$ cat src/rtl/pcs_tx_sequencer.sv
// rtl/pcs_tx_sequencer.sv - transmit ordered-set sequencer feeding the 8b/10b encoder
// Optional feature macro: PCS_TX_ERR_PROP_EN (adds tx_er, emits /V/ for errored bytes)
module pcs_tx_sequencer #(
  parameter int CNT_W = 16
) (
  input  logic             clk,
  input  logic             reset,
  input  logic             tx_en,
  input  logic [7:0]       txd,
`ifdef PCS_TX_ERR_PROP_EN
  input  logic             tx_er,
`endif
  output logic             tx_ready,
  input  logic             rd_in,
  output logic [7:0]       enc_data,
  output logic             enc_is_k,
  output logic             enc_valid,
  output logic [CNT_W-1:0] frame_cnt
);

  localparam logic [7:0] K28_5 = 8'hBC;
  localparam logic [7:0] D5_6  = 8'hC5;
  localparam logic [7:0] D16_2 = 8'h50;
  localparam logic [7:0] K27_7 = 8'hFB;
  localparam logic [7:0] K29_7 = 8'hFD;
  localparam logic [7:0] K23_7 = 8'hF7;
  localparam logic [7:0] K30_7 = 8'hFE;

  typedef enum logic [2:0] {
    S_RESET,
    S_IDLE_K,
    S_IDLE_D,
    S_START,
    S_DATA,
    S_END_T,
    S_END_R,
    S_END_R2
  } state_t;

  state_t     state;
  state_t     state_next;
  logic [7:0] data_next;
  logic       k_next;
  logic       valid_next;
  logic       cnt_inc;
  logic       parity;     // slot of the group being output: 0 = even, 1 = odd
  logic       xfer;
  logic       err;

`ifdef PCS_TX_ERR_PROP_EN
  assign err = tx_er;
`else
  assign err = 1'b0;
`endif

  // Source may hand over a byte only while a data-carrying slot is next
  always_comb begin
    tx_ready = (state == S_IDLE_D) || (state == S_START) || (state == S_DATA);
  end

  assign xfer = tx_en && tx_ready;

  // Next state together with the code group it will present
  always_comb begin
    state_next = S_IDLE_K;
    data_next  = K28_5;
    k_next     = 1'b1;
    valid_next = 1'b1;
    cnt_inc    = 1'b0;
    case (state)
      S_IDLE_K: begin
        // Disparity of the K28.5 now on the wire picks /I1/ or /I2/
        state_next = S_IDLE_D;
        data_next  = rd_in ? D5_6 : D16_2;
        k_next     = 1'b0;
      end
      S_IDLE_D: begin
        if (xfer) begin
          // Preamble byte is swallowed and replaced by /S/
          state_next = S_START;
          data_next  = err ? K30_7 : K27_7;
          k_next     = 1'b1;
        end
      end
      S_START, S_DATA: begin
        if (xfer) begin
          state_next = S_DATA;
          data_next  = err ? K30_7 : txd;
          k_next     = err;
        end else begin
          state_next = S_END_T;
          data_next  = K29_7;
          k_next     = 1'b1;
          cnt_inc    = 1'b1;
        end
      end
      S_END_T: begin
        state_next = S_END_R;
        data_next  = K23_7;
      end
      S_END_R: begin
        // An /R/ on an even slot needs a second /R/ so idles restart even
        if (!parity) begin
          state_next = S_END_R2;
          data_next  = K23_7;
        end
      end
      S_END_R2: begin
        state_next = S_IDLE_K;
      end
      default: begin
        state_next = S_IDLE_K;
      end
    endcase
  end

  // Registered state, outputs, slot parity and saturating frame counter
  always_ff @(posedge clk) begin
    if (reset) begin
      state     <= S_RESET;
      enc_data  <= 8'h00;
      enc_is_k  <= 1'b0;
      enc_valid <= 1'b0;
      parity    <= 1'b0;
      frame_cnt <= '0;
    end else begin
      state     <= state_next;
      enc_data  <= data_next;
      enc_is_k  <= k_next;
      enc_valid <= valid_next;
      if (enc_valid) begin
        parity <= ~parity;
      end
      if (cnt_inc && (frame_cnt != {CNT_W{1'b1}})) begin
        frame_cnt <= frame_cnt + 1'b1;
      end
    end
  end

endmodule

$ cat config.mk
export PLATFORM = sky130hd
export DESIGN_NAME = pcs_tx_sequencer
export DESIGN_NICKNAME = d
export VERILOG_FILES = /design/src/rtl/pcs_tx_sequencer.sv
export SDC_FILE = /design/constraint.sdc
export NUM_CORES = 1
export LEC_CHECK = 0
export CAP_MARGIN = 20
export CORE_ASPECT_RATIO = 1.25
export CORE_UTILIZATION = 30
export CTS_CLUSTER_DIAMETER = 60
export CTS_CLUSTER_SIZE = 28
export DETAILED_ROUTE_END_ITERATION = 8
export MAX_ROUTING_LAYER = met4
export PLACE_DENSITY = 0.58
export SLEW_MARGIN = 15
export SYNTH_ARGS = -nofsm -noshare
export SYNTH_HDL_FRONTEND = slang
export SYNTH_SLANG_ARGS = --single-unit
$ cat constraint.sdc
create_clock -name clk -period 3.4 [get_ports clk]
set_input_delay 0.85 -clock clk [delete_from_list [all_inputs] [get_ports clk]]
set_output_delay 0.85 -clock clk [all_outputs]
set_load 0.01 [all_outputs]
==> reports/metrics.cfg, run 1 <==
[critical_path]
crit_path_end_kind=output port
max_stage_delay_ps=560
critPathLaunchType=flip-flop
rr_startpoint=state[1]
worst-path-buf-inv=1
cp.arrival_ps=1930
crit_path_start=state[2]
crit_chain=or3b_4 -> nand2_1 -> clkdlybuf4s50_1
required_ps=2550
critical_path_class=reg2out
crit_family=flip-flops
slowest_stage=dfxtp_1
crit_fanout=15

[sta]
fin_crit_ps=2780
worstMarginPinSlew_ps=517
post-route-period-util=0.817
fmaxAchievable_ghz=0.360
rsz0062_at_grt=no
relSlewSlack=0.653
skew_ps=4.52
hold_viol_final=0
setup_tns_ps=0
slew_violations=0
setup_viol=0

[clock_tree]
cts_tree=yes
cts_sinks=30
postCtsSetupRepairBufs=0
clockBufferDepth=2
clk_latency_ps=280
clkTransAtPathRegs_ps=70
hold_buffers=0
post_cts_resized=0
ctsHtreeMaxLevel=2
clockRootBuffer=clkbuf_8
cts-buffers-inserted=5

[synthesis]
seq_area_frac_synth=0.371
syn_nets=195
netlist_area_um2=1620
ys_async_sr_fraction=0
ys_ff_latch=30
synth_enable_flop_cells=0
yosysWarnings=0
avgSynthCellArea_um2=8.90
ys.flop_type=dfxtp_1
synth.distinct_cells=49
synth_cells=182

[finish]
final_common_cell=clkdlybuf4s50_1
mostFrequentLayoutCells=clkdlybuf4s50_1 (38), dfxtp_1 (30), nor2_1 (17), nand2_1 (11), nor2b_1 (10)
final_cells=286
final_layout_size_suffix_gt1_frac=0.112
diodes=0
areaGrowthSynthToFinish_pct=34.4
final_util=0.423
final_nets=236

[detailed_routing]
drt_iter0_markers=129
dr.pass1.iters=4
drtAntennaViolNets=0
post-route-drc-count=0
routed_wl_um=3820
vias=1496
routed_via_density=5.23
wire_per_inst_um=13.3

[placed_design]
dp.cells=278
gp_congestion=0.840
dp_hpwl_um=2850
io_buffers=38

[floorplanning]
die_y_um=84.2
std_cell_rows=29
dieArea_um2=5700
die_width_um=67.7
io_pins=39
start_util=0.314
design.core.area_um2=5150

[global_route]
grt_pass1_vias=1408
grtUsageTotal=0.156
grt_overflow=0
antenna_found_initial=0
grt_pass1_wl_um=6550
grt_max_degree=29

[job]
drv_cap=0

[status]
status=finished clean

[power]
fin_total_pwr_w=0.000819
ir_worst_vdd_mv=0.171
p_leak_nw=0.797
powerDensity_nw_per_um2=376

[hold_path]
min_path_type=reg2reg
hp-start=frame_cnt[1]

-- where the power goes --
part | switching, W | total [W] | internal [W]
Clock | 0.000137 | 0.000352 | 0.000215
Combinational | 0.0000426 | 0.0000914 | 0.0000488
Sequential | 0.0000106 | 0.000376 | 0.000365
-- final timing paths --
check	to	slack, ps	cells past startpoint
worst max-delay path	tx_ready	620	3
worst min-delay path	frame_cnt[1]	500	2
worst max register to register	frame_cnt[8]	1350	4
worst min register to register	frame_cnt[1]	500	2
-- registers in the layout (all words and copies together) (netlist names) --
signal     count
enc_data       8
enc_is_k       1
enc_valid      1
frame_cnt     16
parity         1
state          3
-- worst reg2reg max path: stages, from the launching register on --
cell,delay (ps)
dfxtp_1,620
nand3b_1,320
a2111oi_2,450
a21boi_2,230
mux2_1,320
-- cells by family (layout without fill, tap and decap cells) --
kind of cell | after synthesis | count (layout) | synth area share
buffers and inverters | 14 | 56 | 0.0332
adders and majority gates | 1 | 1 | 0.00772
xor gates and xnor gates | 1 | 1 | 0.00541
muxes | 12 | 12 | 0.0819
AOI/OAI and AO/OA | 48 | 48 | 0.210
and+or+nand+nor | 76 | 76 | 0.291
DFF | 30 | 30 | 0.371
-- per-stage QoR --
stage / area (um^2) / setup slack, ps / hold WS, ps
after floorplan: 1620 / 1190 / 501
after detailed placement: 2070 / 661 / 498
after global placement: 2070 / 680 / 483
after global routing: 2180 / 526 / 530
final: 2180 / 622 / 497
after CTS: 2180 / 602 / 507
-- per-layer routing --
layer,share of wire,up-vias,routed length (um),global-route usage
met2,0.47,38,1790,0.237
met1,0.47,695,1780,0.192
met3,0.048,5,183,0.0380
met5,0,-,0,-
met4,0.017,0,64,0.0677
li1,-,758,-,-
-- area by class of cell --
class	count	area, um^2
clock buffer	5	68.8
clock inverter	3	40.0
multi-input combinational	138	966
timing repair buffer	40	395
fill	547	2970
sequential	30	601
inverter	8	30.0
tap	62	77.6
-- synth_stat cells, types with 3 or more instances --
library cell | count | area (um^2)
nand2_1 | 11 | 41.3
nand3_1 | 7 | 35.0
a21oi_1 | 9 | 45.0
inv_1 | 8 | 30.0
nand2b_1 | 3 | 18.8
nor2_1 | 17 | 63.8
o21ai_0 | 8 | 40.0
o31ai_1 | 3 | 22.5
mux2_1 | 8 | 90.1
nor3_1 | 3 | 15.0
nor2b_1 | 10 | 62.6
a211oi_1 | 6 | 45.0
clkbuf_1 | 5 | 18.8
and2_1 | 3 | 18.8
a31oi_1 | 6 | 37.5
o211ai_1 | 4 | 30.0
dfxtp_1 | 30 | 601
and4_1 | 4 | 35.0
Note: power is estimated with default switching activity, not from simulation.
==> run 2: changes to the inputs <==
- clock period: 3.4 -> 2.9 ns (I/O delays scaled with it)
==> run 2 against run 1 <==
  * Flip-flop and latch count unchanged
  * Die area unchanged
  * Sequential power up 17%
  * Wire length up 2.0%
==> reports/metrics.cfg, run 2 (synthesis gave the netlist of run 1 again) <==
[sta]
holdWs_ps=506  ; +8.90 ps
fin_crit_ps=2650
relSlewSlack=0.629  ; -0.0233
fmaxAchievable_ghz=0.378
setup_tns_ps=0  ; unchanged
fin_ws_ps=255  ; -368 ps
hold_viol_final=0  ; unchanged
worstMarginPinSlew_ps=556  ; +38.3 ps
rsz0062_at_grt=no
setup_viol=0  ; unchanged
skew_ps=7.18  ; +2.66 ps
post-route-period-util=0.912
slew_violations=0  ; unchanged

[finish]
reg.largest.list=frame_cnt x16, enc_data x8, state x3
areaGrowthSynthToFinish_pct=34.9
final_nets=237  ; +0.42%
final_cells=287  ; +0.35%
mostFrequentLayoutCells=clkdlybuf4s50_1 (38), dfxtp_1 (30), nor2_1 (17), nand2_1 (11), nor2b_1 (10)
largest-register=frame_cnt
final_layout_size_suffix_gt1_frac=0.116  ; +0.00395
final_common_cell=clkdlybuf4s50_1
diodes=0  ; unchanged
largest_reg_flops=16  ; unchanged

[critical_path]
required_ps=2170  ; -380 ps
crit_fanout=15  ; unchanged
slowest_stage=dfxtp_1
critical_path_class=reg2out
critPathLaunchType=flip-flop
crit_chain=or3b_4 -> nand2_1 -> clkdlybuf4s50_1
cp.arrival_ps=1920  ; about the same
crit_path_end_kind=output port
max_stage_delay_ps=560  ; about the same

[clock_tree]
cts_sinks=30  ; unchanged
cts-buffers-inserted=5  ; unchanged
hold_buffers=0  ; unchanged
clk_latency_ps=280  ; about the same
clkTransAtPathRegs_ps=60  ; about the same
postCtsSetupRepairBufs=0  ; unchanged
clockBufferDepth=2  ; unchanged
ctsHtreeMaxLevel=2  ; unchanged
cts_tree=yes
post_cts_resized=0  ; unchanged
clockRootBuffer=clkbuf_8

[job]
drv_cap=0  ; unchanged

[global_route]
antenna_found_initial=0  ; unchanged
grt_pass1_vias=1440  ; +2.3%
grt_overflow=0  ; unchanged
grtUsageTotal=0.155  ; -0.000866
grt_max_degree=22  ; -24%
grt_pass1_wl_um=6660  ; +1.7%

[floorplanning]
die_y_um=84.2  ; unchanged
design.core.area_um2=5150  ; unchanged
dieArea_um2=5700  ; unchanged
die_width_um=67.7  ; unchanged
start_util=0.314  ; unchanged
std_cell_rows=29  ; unchanged
io_pins=39  ; unchanged

[placed_design]
io_buffers=38  ; unchanged
post-place-ws_ps=300  ; -361 ps
dp_hpwl_um=2860  ; +0.26%
gp_congestion=0.817  ; -2.8%
dp.cells=279  ; +0.36%

[detailed_routing]
post-route-drc-count=0  ; unchanged
wire_per_inst_um=13.6  ; +1.6%
dr.pass1.iters=4  ; unchanged
routed_wl_um=3890  ; +2.0%
vias=1516  ; +1.3%
drt_iter0_markers=107  ; -17%
routed_via_density=5.28  ; +0.98%
drtAntennaViolNets=0  ; unchanged

[status]
status=finished clean

[power]
powerDensity_nw_per_um2=441  ; +17%
ir_worst_vdd_mv=0.169  ; -1.2%
fin_total_pwr_w=0.000964  ; +18%
p_leak_nw=0.802  ; +0.60%

[hold_path]
min_path_type=reg2reg

## run 2: changes by cell type in the layout (fill, tap and decap cells not counted), sizes merged
cell	before	now
buf	2	3
## run 2: through the flow
stage | cell area, um^2 | utilization
after floorplan | 1620 | -
after global placement | 2080 | 0.403
after detailed placement | 2080 | 0.403
after CTS | 2190 | 0.424
after global routing | 2190 | 0.424
final | 2190 | 0.424
## run 2: final timing paths
check	startpoint	endpoint	depth (start not counted)	slack (ps)
worst max register to register	state[1]	frame_cnt[8]	4	870
worst min-delay path	enc_valid	parity	2	510
worst min register to register	enc_valid	parity	2	510
worst max-delay path	state[2]	tx_ready	3	250
## run 2: report_power, final
group | internal, W | switching, W | leakage, nW
clock network | 0.000253 | 0.000163 | 0.0579
registers | 0.000428 | 0.0000124 | 0.245
logic | 0.0000581 | 0.0000505 | 0.499
## run 2: layout make-up
class                           instances  area [um^2]
Clock buffer                            5         68.8
Clock inverter                          3         40.0
Fill cell                             536         2970
Inverter                                8         30.0
Multi-Input combinational cell        138          966
Sequential cell                        30          601
Tap cell                               62         77.6
Timing Repair Buffer                   41          403
## run 2: metal layers
| layer | global-route usage | vias up | wire [um] |
|---|---|---|---|
| met5 | - | - | 0 |
| met3 | 0.0353 | 7 | 224 |
| met2 | 0.248 | 55 | 1860 |
| li1 | - | 762 | - |
| met4 | 0.0542 | 0 | 72 |
| met1 | 0.186 | 692 | 1740 |
## run 2: critical path: cells and delay by family (launching register included)
family | cells | cell delay (ps)
buffers and inverters | 1 | 530
flip-flops | 1 | 560
AND/OR/NAND/NOR | 2 | 560
